[src/rtl/switch_fabric_elastic_pkg.sv]
// Shared constants, slot state encoding and select helpers for the elastic crossbar.
// Channel width and port indices are the values the output schedulers also use.
package switch_fabric_elastic_pkg;

   localparam int CHANNEL_WIDTH = 32;

   localparam int PORT_PE   = 0;
   localparam int PORT_XPOS = 1;
   localparam int PORT_YPOS = 2;
   localparam int PORT_XNEG = 3;
   localparam int PORT_YNEG = 4;

   typedef enum logic [1:0] {
      SLOT_EMPTY = 2'd0,
      SLOT_ONE   = 2'd1,
      SLOT_FULL  = 2'd2
   } slot_state_e;

   // True for an all-zero (idle) or one-hot select vector.
   function automatic logic onehot0(input logic [31:0] v);
      return ($countones(v) <= 1);
   endfunction

endpackage

[src/rtl/switch_fabric_elastic_if.sv]
// Crossbar data/handshake bundle. A flit moves on a port when valid and ready are
// both high at the clock edge; valid must not depend on ready.
interface switch_fabric_elastic_if
   import switch_fabric_elastic_pkg::*;
#(
   parameter int PORTS      = 5,
   parameter int DATA_WIDTH = CHANNEL_WIDTH
);
   logic [PORTS*DATA_WIDTH-1:0] in_data;
   logic [PORTS-1:0]            in_valid;
   logic [PORTS-1:0]            in_ready;
   logic [PORTS*PORTS-1:0]      conf;
   logic [PORTS*DATA_WIDTH-1:0] out_data;
   logic [PORTS-1:0]            out_valid;
   logic [PORTS-1:0]            out_ready;
   logic [PORTS-1:0]            conf_err;

   modport master (
      output in_data, in_valid, conf, out_ready,
      input  in_ready, out_data, out_valid, conf_err
   );

   modport slave (
      input  in_data, in_valid, conf, out_ready,
      output in_ready, out_data, out_valid, conf_err
   );
endinterface

[src/rtl/xbar_out_slot.sv]
// Two-entry elastic buffer owned by one crossbar output: head register plus a
// skid register that absorbs the flit in flight when the downstream stalls.
module xbar_out_slot
   import switch_fabric_elastic_pkg::*;
#(
   parameter int DATA_WIDTH = CHANNEL_WIDTH
) (
   input  logic                  clk,
   input  logic                  reset,
   input  logic                  load,
   input  logic [DATA_WIDTH-1:0] load_data,
   input  logic                  ready,
   output logic                  space,
   output logic                  valid,
   output logic [DATA_WIDTH-1:0] data,
   output slot_state_e           state
);

   slot_state_e           state_q, state_d;
   logic [DATA_WIDTH-1:0] head_q, skid_q;
   logic                  pop;

   assign pop   = valid & ready;
   assign space = (state_q != SLOT_FULL);
   assign valid = (state_q != SLOT_EMPTY);
   assign data  = head_q;
   assign state = state_q;

   always_comb begin
      state_d = state_q;
      case (state_q)
         SLOT_EMPTY: if (load) state_d = SLOT_ONE;
         SLOT_ONE: begin
            if (load && !pop)      state_d = SLOT_FULL;
            else if (pop && !load) state_d = SLOT_EMPTY;
         end
         SLOT_FULL:  if (pop) state_d = SLOT_ONE;
         default:    state_d = SLOT_EMPTY;
      endcase
   end

   always_ff @(posedge clk) begin
      if (reset) begin
         state_q <= SLOT_EMPTY;
         head_q  <= '0;
         skid_q  <= '0;
      end else begin
         state_q <= state_d;
         case (state_q)
            SLOT_EMPTY: if (load) head_q <= load_data;
            SLOT_ONE: begin
               if (load && pop) head_q <= load_data;
               else if (load)   skid_q <= load_data;
            end
            SLOT_FULL:  if (pop) head_q <= skid_q;
            default: ;
         endcase
      end
   end

endmodule

[src/rtl/switch_fabric_elastic.sv]
// N-port crossbar: per-output select legality, AND-OR data mux and in_ready
// reduction over registered slot space, so out_ready never reaches in_ready.
module switch_fabric_elastic
   import switch_fabric_elastic_pkg::*;
#(
   parameter int PORTS       = 5,
   parameter int DATA_WIDTH  = CHANNEL_WIDTH,
   parameter int ALLOW_UTURN = 0
) (
   input  logic                   clk,
   input  logic                   reset,
   switch_fabric_elastic_if.slave bus,
   output logic [2*PORTS-1:0]     slot_state
);

   logic [PORTS-1:0]      sel [PORTS];
   logic [PORTS-1:0]      col [PORTS];
   logic [PORTS-1:0]      legal, space, load, in_ready, valid_w, conf_err_q;
   logic [DATA_WIDTH-1:0] mux_data [PORTS];
   logic [DATA_WIDTH-1:0] data_w   [PORTS];
   slot_state_e           state_w  [PORTS];

   genvar o, i;
   generate
      for (o = 0; o < PORTS; o++) begin : g_out
         logic [PORTS-1:0] raw;
         assign raw      = bus.conf[o*PORTS +: PORTS];
         assign legal[o] = onehot0(32'(raw)) && ((ALLOW_UTURN != 0) || !raw[o]);
         // Illegal selects behave exactly like idle ones.
         assign sel[o]   = legal[o] ? raw : '0;
         assign load[o]  = |(sel[o] & bus.in_valid & in_ready);

         always_comb begin
            mux_data[o] = '0;
            for (int k = 0; k < PORTS; k++)
               mux_data[o] = mux_data[o] |
                  (bus.in_data[k*DATA_WIDTH +: DATA_WIDTH] & {DATA_WIDTH{sel[o][k]}});
         end

         xbar_out_slot #(.DATA_WIDTH(DATA_WIDTH)) u_slot (
            .clk       (clk),
            .reset     (reset),
            .load      (load[o]),
            .load_data (mux_data[o]),
            .ready     (bus.out_ready[o]),
            .space     (space[o]),
            .valid     (valid_w[o]),
            .data      (data_w[o]),
            .state     (state_w[o])
         );
      end

      for (i = 0; i < PORTS; i++) begin : g_in
         for (o = 0; o < PORTS; o++) begin : g_col
            assign col[i][o] = sel[o][i];
         end
         // Every output that legally selects this input must have room (multicast).
         assign in_ready[i] = !reset && (|col[i]) && (&(space | ~col[i]));
      end
   endgenerate

   always_comb begin
      bus.out_data = '0;
      slot_state   = '0;
      for (int k = 0; k < PORTS; k++) begin
         bus.out_data[k*DATA_WIDTH +: DATA_WIDTH] = data_w[k];
         slot_state[2*k +: 2]                     = state_w[k];
      end
   end

   always_ff @(posedge clk) begin
      if (reset) conf_err_q <= '0;
      else       conf_err_q <= ~legal;
   end

   assign bus.in_ready  = in_ready;
   assign bus.out_valid = valid_w;
   assign bus.conf_err  = conf_err_q;

endmodule
[src/flat_wrapper.sv]
// flat-port wrapper written by rule: the top's interface ports become plain ports
module switch_fabric_elastic_flat import switch_fabric_elastic_pkg::*;
#(
   parameter int PORTS       = 5,
   parameter int DATA_WIDTH  = CHANNEL_WIDTH,
   parameter int ALLOW_UTURN = 0
)
  (clk, reset, slot_state, bus_in_data, bus_in_valid, bus_conf, bus_out_ready, bus_in_ready, bus_out_data, bus_out_valid, bus_conf_err);
  switch_fabric_elastic_if #(.PORTS(PORTS), .DATA_WIDTH(DATA_WIDTH)) bus_i ();
  input  logic clk;
  input  logic reset;
  output logic [2*PORTS-1:0] slot_state;
  input wire logic [$bits(bus_i.in_data)-1:0] bus_in_data;
  input wire logic [$bits(bus_i.in_valid)-1:0] bus_in_valid;
  input wire logic [$bits(bus_i.conf)-1:0] bus_conf;
  input wire logic [$bits(bus_i.out_ready)-1:0] bus_out_ready;
  output wire logic [$bits(bus_i.in_ready)-1:0] bus_in_ready;
  output wire logic [$bits(bus_i.out_data)-1:0] bus_out_data;
  output wire logic [$bits(bus_i.out_valid)-1:0] bus_out_valid;
  output wire logic [$bits(bus_i.conf_err)-1:0] bus_conf_err;
  assign bus_i.in_data = bus_in_data;
  assign bus_i.in_valid = bus_in_valid;
  assign bus_i.conf = bus_conf;
  assign bus_i.out_ready = bus_out_ready;
  assign bus_in_ready = bus_i.in_ready;
  assign bus_out_data = bus_i.out_data;
  assign bus_out_valid = bus_i.out_valid;
  assign bus_conf_err = bus_i.conf_err;
  switch_fabric_elastic #(.PORTS(PORTS), .DATA_WIDTH(DATA_WIDTH), .ALLOW_UTURN(ALLOW_UTURN)) u_core (.clk(clk), .reset(reset), .bus(bus_i), .slot_state(slot_state));
endmodule
[config.mk]
export PLATFORM = sky130hd
export DESIGN_NAME = switch_fabric_elastic_flat
export DESIGN_NICKNAME = d
export VERILOG_FILES = /design/src/rtl/switch_fabric_elastic_pkg.sv /design/src/rtl/switch_fabric_elastic_if.sv /design/src/rtl/xbar_out_slot.sv /design/src/rtl/switch_fabric_elastic.sv /design/src/flat_wrapper.sv
export SDC_FILE = /design/constraint.sdc
export NUM_CORES = 1
export LEC_CHECK = 0
export BUFFER_PORTS_ARGS = -buffer_cell sky130_fd_sc_hd__buf_2
export CORE_MARGIN = 4
export CORE_UTILIZATION = 30
export DETAILED_ROUTE_END_ITERATION = 7
export PLACE_DENSITY = 0.54
export SLEW_MARGIN = 10
export SYNTH_ARGS = -nofsm -noshare
export SYNTH_HDL_FRONTEND = slang
export SYNTH_SLANG_ARGS = --single-unit
[constraint.sdc]
create_clock -name clk -period 6.4 [get_ports clk]
set_input_delay 0.96 -clock clk [delete_from_list [all_inputs] [get_ports clk]]
set_output_delay 0.96 -clock clk [all_outputs]
set_load 0.01 [all_outputs]
# --- Word level (Yosys, flattened, before mapping) ---
# Cells that the tools add are included.
word_totals:
  register_bits: 335
  word_cells: 293
  input_bits: 197
  output_inout_bits: 185
classes:
  muxes: 50
  bitwise: 76
  order_cmp: 5
  n_addsub: 20
  n_reduce_logical: 91
  n_eq_ne: 35
op_table:
  columns: ["operator", "count"]
  rows:
  - ["32-bit bitwise AND", 25]
  - ["32-bit OR", 20]
  - ["32-bit two-way mux", 15]
  - ["32-bit case mux with 3 select lines", 5]
  - ["32-bit by 1-bit adder with 32-bit output", 5]
  - ["32-bit adder", 5]
  - ["32-bit by 2-bit <= comparator with 1-bit output (second input constant)", 5]
  - ["5-bit bitwise AND", 10]
  - ["5-bit OR reduction", 10]
  - ["2-bit two-way mux", 20]
  - ["2-bit != test (second input constant)", 20]
  - ["1-bit logical AND", 30]
  - ["5-bit inverter", 6]
  - ["2-bit case mux with 3 select lines", 5]
  - ["3-bit AND reduction", 10]
  - ["5-bit two-way mux", 5]
  - ["5-bit OR", 5]
  - ["5-bit AND reduction", 5]
  - ["1-bit by 1-bit adder with 2-bit output", 10]
  - ["4-bit AND reduction", 5]
  - ["1-bit logical NOT", 16]
  - ["3-bit != test (second input constant)", 5]
  - ["3-bit nonzero test", 5]
  - ["2-bit by 1-bit == test with 1-bit output (second input constant)", 5]
  - ["5 further kinds", 25]

# --- Longest topological paths before layout ---
logic_depth:
  word_depth: 17
  mapped_depth: 16
  ltp_nobuf: 13

# --- Modules after synthesis ---
# Synthesis repeated with hierarchy kept, for this count alone.
hier_totals:
  hier_cells: 2248
  hier_area_um2: 19361.1
by_module_without_submodules:
  columns: ["module", "cells_per_inst", "instances", "area_per_inst_um2", "seq_area_each_um2"]
  rows:
  - ["xbar_out_slot", 308, 5, 3005.4, 1321.3]
  - ["switch_fabric_elastic", 708, 1, 4334.2, 100.1]

# --- Worst setup path after synthesis ---
# Ideal clock, no wire load.
synth_timing:
  path_type: "input -> register"
  startpoint: "in bus_conf[20]"
  endpoint: "reg u_core.g_out[4].u_slot.head_q[25]"
  required_ns: 6.268
  path_slack_ns: 1.613
  path_buffers: 3
  setup_time_ns: 0.132
  t_arrival_ns: 4.655
  stages: 16
  path_cell_list: "ha_1 inv_1 fa_1 fa_1 and4b_1 buf_6 or4_4 and4_4 a22o_4 or2_2 ha_1 and2_1 clkbuf_1 clkbuf_1 o221ai_1 a21oi_1"
synth_via:
  elab_chain_cells: 15
  word_cells_on_any_way: 55
  classes_between: "3 x add/sub; 1 x order compare; 2 x eq/ne; 4 x mux; 21 x bitwise; 24 x reduce/logical"
synth_lines:
  columns: ["element", "line", "text"]
  rows:
  - ["start: declaration", "flat_wrapper.sv:15", "input wire logic [$bits(bus_i.conf)-1:0] bus_conf;"]
  - ["1-bit by 1-bit adder with 2-bit output (implied by the code)", "switch_fabric_elastic_pkg.sv:21", "return ($countones(v) <= 1);"]
  - ["32-bit adder (implied by the code)", "switch_fabric_elastic_pkg.sv:21", null]
  - ["32-bit by 1-bit adder with 32-bit output (implied by the code)", "switch_fabric_elastic_pkg.sv:21", null]
  - ["32-bit by 2-bit <= comparator with 1-bit output", "switch_fabric_elastic_pkg.sv:21", null]
  - ["1-bit logical AND", "switch_fabric_elastic.sv:28", "assign legal[o] = onehot0(32'(raw)) && ((ALLOW_UTURN != 0) || !raw[o]);"]
  - ["5-bit two-way mux *", "switch_fabric_elastic.sv:30", "assign sel[o] = legal[o] ? raw : '0;"]
  - ["5-bit inverter", "switch_fabric_elastic.sv:58", "assign in_ready[i] = !reset && (|col[i]) && (&(space | ~col[i]));"]
  - ["5-bit OR", "switch_fabric_elastic.sv:58", null]
  - ["5-bit AND reduction", "switch_fabric_elastic.sv:58", null]
  - ["1-bit logical AND", "switch_fabric_elastic.sv:58", null]
  - ["5-bit bitwise AND", "switch_fabric_elastic.sv:31", "assign load[o] = |(sel[o] & bus.in_valid & in_ready);"]
  - ["5-bit OR reduction", "switch_fabric_elastic.sv:31", null]
  - ["1-bit logical AND", "xbar_out_slot.sv:52", "if (load && pop) head_q <= load_data;"]
  - ["2-bit != test (no source line)", null, null]
  - ["4-bit AND reduction (no source line)", null, null]
  - ["end signal: assignment", "xbar_out_slot.sv:50", "SLOT_EMPTY: if (load) head_q <= load_data;"]
  - ["end signal: assignment", "xbar_out_slot.sv:52", null]
  - ["end signal: assignment", "xbar_out_slot.sv:55", "SLOT_FULL: if (pop) head_q <= skid_q;"]
  - ["end: declaration", "xbar_out_slot.sv:20", "logic [DATA_WIDTH-1:0] head_q, skid_q;"]
# Every way passes the cells marked *; elsewhere a longest branch is shown, timed or not. The select of a mux whose other input is x is not followed.
# A chain may end at the register's enable or synchronous reset.

# --- Worst setup path after layout ---
layout_timing:
  startpoint: "in bus_conf[18]"
  endpoint: "reg u_core.g_out[2].u_slot.head_q[3]"
layout_via:
  elab_chain_cells: 15
  word_cells_on_any_way: 43
  classes_between: "3 x add/sub; 1 x order compare; 2 x eq/ne; 1 x mux; 11 x bitwise; 25 x reduce/logical"
layout_lines:
  columns: ["element", "line"]
  rows:
  - ["1-bit by 1-bit adder with 2-bit output (implied by the code)", "switch_fabric_elastic_pkg.sv:21"]
  - ["32-bit adder (implied by the code)", "switch_fabric_elastic_pkg.sv:21"]
  - ["32-bit by 1-bit adder with 32-bit output (implied by the code)", "switch_fabric_elastic_pkg.sv:21"]
  - ["32-bit by 2-bit <= comparator with 1-bit output", "switch_fabric_elastic_pkg.sv:21"]
  - ["1-bit logical AND", "switch_fabric_elastic.sv:28"]
  - ["5-bit two-way mux *", "switch_fabric_elastic.sv:30"]
  - ["5-bit inverter", "switch_fabric_elastic.sv:58"]
  - ["5-bit OR", "switch_fabric_elastic.sv:58"]
  - ["5-bit AND reduction", "switch_fabric_elastic.sv:58"]
  - ["1-bit logical AND", "switch_fabric_elastic.sv:58"]
  - ["5-bit bitwise AND *", "switch_fabric_elastic.sv:31"]
  - ["5-bit OR reduction *", "switch_fabric_elastic.sv:31"]
  - ["1-bit logical AND", "xbar_out_slot.sv:52"]
  - ["2-bit != test (no source line)", null]
  - ["4-bit AND reduction (no source line) *", null]
  - ["end signal: assignment", "xbar_out_slot.sv:50"]
  - ["end signal: assignment", "xbar_out_slot.sv:52"]
  - ["end signal: assignment", "xbar_out_slot.sv:55"]
  - ["end: declaration", "xbar_out_slot.sv:20"]
# Every way passes the cells marked *; elsewhere a longest branch is shown, timed or not.

==> results.md <==
- Status: finished, final reports clean
- Final WL: slightly below 90 mm
- Synth async-reset ratio: 0%
- Hold buffers post-CTS: 0
- CTS Buf Count: 41
- Post-CTS setup buffer count: 0
- Hold Fails Final Rpt: 0
- Rel. slew slack: 23.9%
- PostCTS Resize Cnt: 0
- Maximum VDD drop: 0.167 mV
- Max-slew violations: 0
- RSZ-0062 raised after global routing: false
- Antenna violations before repair: 46
- Post-Route Utilization: between 30% and 40%
- Num rows: 90
- Seq/Total Area, Yosys: 36.3%
- Clock Latency Late Sink: 0.57 ns
- Layout cells sized above 1: 21.8%
- Boundary Pins: 382
- Routed Antenna Nets: 0
- Input/output buffers: 381
- Synth unique cells: 63
- CP endpoint kind: register
- Vias per cell: 6.02
- Fin nets: 2741
- Per-cell routed wire length: 25.9 um
- Root Driver: clkbuf_16
- FMAX: 0.193 GHz
- Htree depth: 2
- CTS tree: built
- #FFs+latches synth: roughly 340
- Clk sinks: approximately 340
- Worst-Margin Slew: ~1.1 ns
- Final Critical Period: 5.19 ns
- Die Wd: 256 um
- CP Launch Type: input pin
- Detailed placement HPWL: slightly above 60 mm
- Clock transition at path regs: 0.06 ns
- Hold WC Path Type: register to register
- Die height: 256 um
- Drt first pass iters: 6
- Gr ovfl total: 0
- Power per cell area: 251 nW/um2
- Synth Instances: 2303
- DR DRC count: 0
- Mapped cell area: about 18000 um2
- Core Area: 60600 um2
- CTS max path bufs: 3
- First-pass GRT wire length: 126 mm
- Total Neg Setup Slack: 0 ns
- RD Place Congestion: around 0.89
- Leakage: between 8 and 9 nW
- Routed vias: 20.1k
- Synth-to-layout area growth: 20.2%
- Synthesis warning total: 0
- Initial core utilization: 30.5%
- Max Cap Viol: 0
- Number of global-route vias before repair: 18.5k
- Worst EP required: 6.88 ns
- Clk_skew: 0.0149 ns
- GR Util All Layers: 24.9%
- DRT iter0 DRCs: 2481
- Final setup viols: 0
- CP Class: input pin to register
- Ys flop type: dfxtp_1
- Largest fanout on the critical path: 64
- DIE AREA: about 66000 um2
- Period utilization: 81.1%
- Synthesized area per cell: 8.01 um2
- Syn Nets: 2533
- Post-synth EDFFs: 0
- CP arrival: 5.67 ns
- Pin count of the biggest net entering global routing: 122
registers in the layout, summed over array words and instances, names as in the netlist:
signal,flops
u_core.g_out.u_slot.skid_q,160
u_core.g_out.u_slot.data,160
u_core.g_out.u_slot.state,10
u_core.bus.conf_err,5
synth_stat cells (all sizes together), types with 70 or more instances:
master,number,share of area (%)
dfxtp,335,36
nor2,271,5.5
clkbuf,223,4.6
nand2,175,3.6
o21ai,159,4.3
a21oi,135,3.7
a22o,133,6.4
a211oi,128,5.2
a221oi,128,6.1
inv,72,1.5
nand3,72,2.0
a22oi,70,2.9
critical path: stages:
cell	delay, ns
buf_2	0.13
ha_1	0.28
inv_1	0.05
fa_1	0.40
fa_1	0.57
and4b_2	0.28
buf_4	0.48
a21boi_0	0.18
and4_4	0.28
a22oi_4	0.22
nand3_1	0.23
ha_1	0.27
a22o_2	0.55
or3b_2	0.59
a21oi_1	0.14
final cells by class:
type / instances / area, um2
timing repair buffer: 428 / 2320
clock buffer: 60 / 1230
clock inverter: 14 / 161
fill: 6292 / 38400
tap: 782 / 978
inverter: 72 / 270
sequential: 335 / 6710
antenna: 21 / 52.6
multi-input combinational: 1633 / 10500
cells in the final DEF, fill, tap and decap left out, drive strengths merged, types with 23 or more instances in the layout:
master / instances
a211oi: 128
a21oi: 135
a221oi: 128
a22o: 133
a22oi: 70
buf: 428
clkbuf: 60
dfxtp: 335
ha: 23
inv: 74
nand2: 175
nand3: 72
nor2: 271
nor3: 66
o21ai: 159
o221ai: 64
o41ai: 32
or3b: 65
logic make-up (layout without fill, tap and decap cells):
| kind of cell | count (synthesis) | in the layout | share of synthesized area, % |
|---|---|---|---|
| buf+inv | 335 | 574 | 7.34 |
| fa+ha+maj | 33 | 33 | 2.64 |
| compound gates | 875 | 875 | 34.6 |
| simple gates | 722 | 722 | 18.9 |
| flops | 335 | 335 | 36.3 |
| mux | 3 | 3 | 0.169 |
| other cells | 0 | 21 | 0 |
routing by layer:
metal	vias up	global-route usage (%)	wire length [um]
li1	9123	-	-
met1	9654	31.5	34800
met2	1107	38.9	38500
met3	214	8.47	9460
met4	38	10.5	3770
met5	-	0.439	266
where the power goes:
group          switching [mW]  internal [mW]  total, mW
Combinational           0.692          0.312       1.00
Clock                   0.984           1.46       2.44
Sequential             0.0160           2.11       2.13
Total                    1.69           3.88       5.57
final timing paths:
path                                   start                        endpoint  slack [ns]  cells after the start
max                             bus_conf[18]  u_core.g_out[2].u_slot.data[3]        1.21                     15
min reg2reg   u_core.g_out[3].u_slot.data[1]  u_core.g_out[3].u_slot.data[1]        0.46                      2
min           u_core.g_out[3].u_slot.data[1]  u_core.g_out[3].u_slot.data[1]        0.46                      2
max reg2reg  u_core.g_out[4].u_slot.state[1]  u_core.g_out[2].u_slot.data[3]        2.44                      9
per-stage QoR:
step	worst slack (ns)	instances	total power, mW	instance area (um2)	hold slack (ns)
floorplan	1.61	2303	2.70	18500	0.474
global route	1.04	3336	5.76	22200	0.478
detailed placement	0.748	3250	3.15	20700	0.451
CTS	1.35	3324	5.60	22100	0.460
global placement	0.866	3250	3.14	20700	0.452
finish	1.21	3345	5.57	22200	0.459
Power figures use the tool's default switching activity.
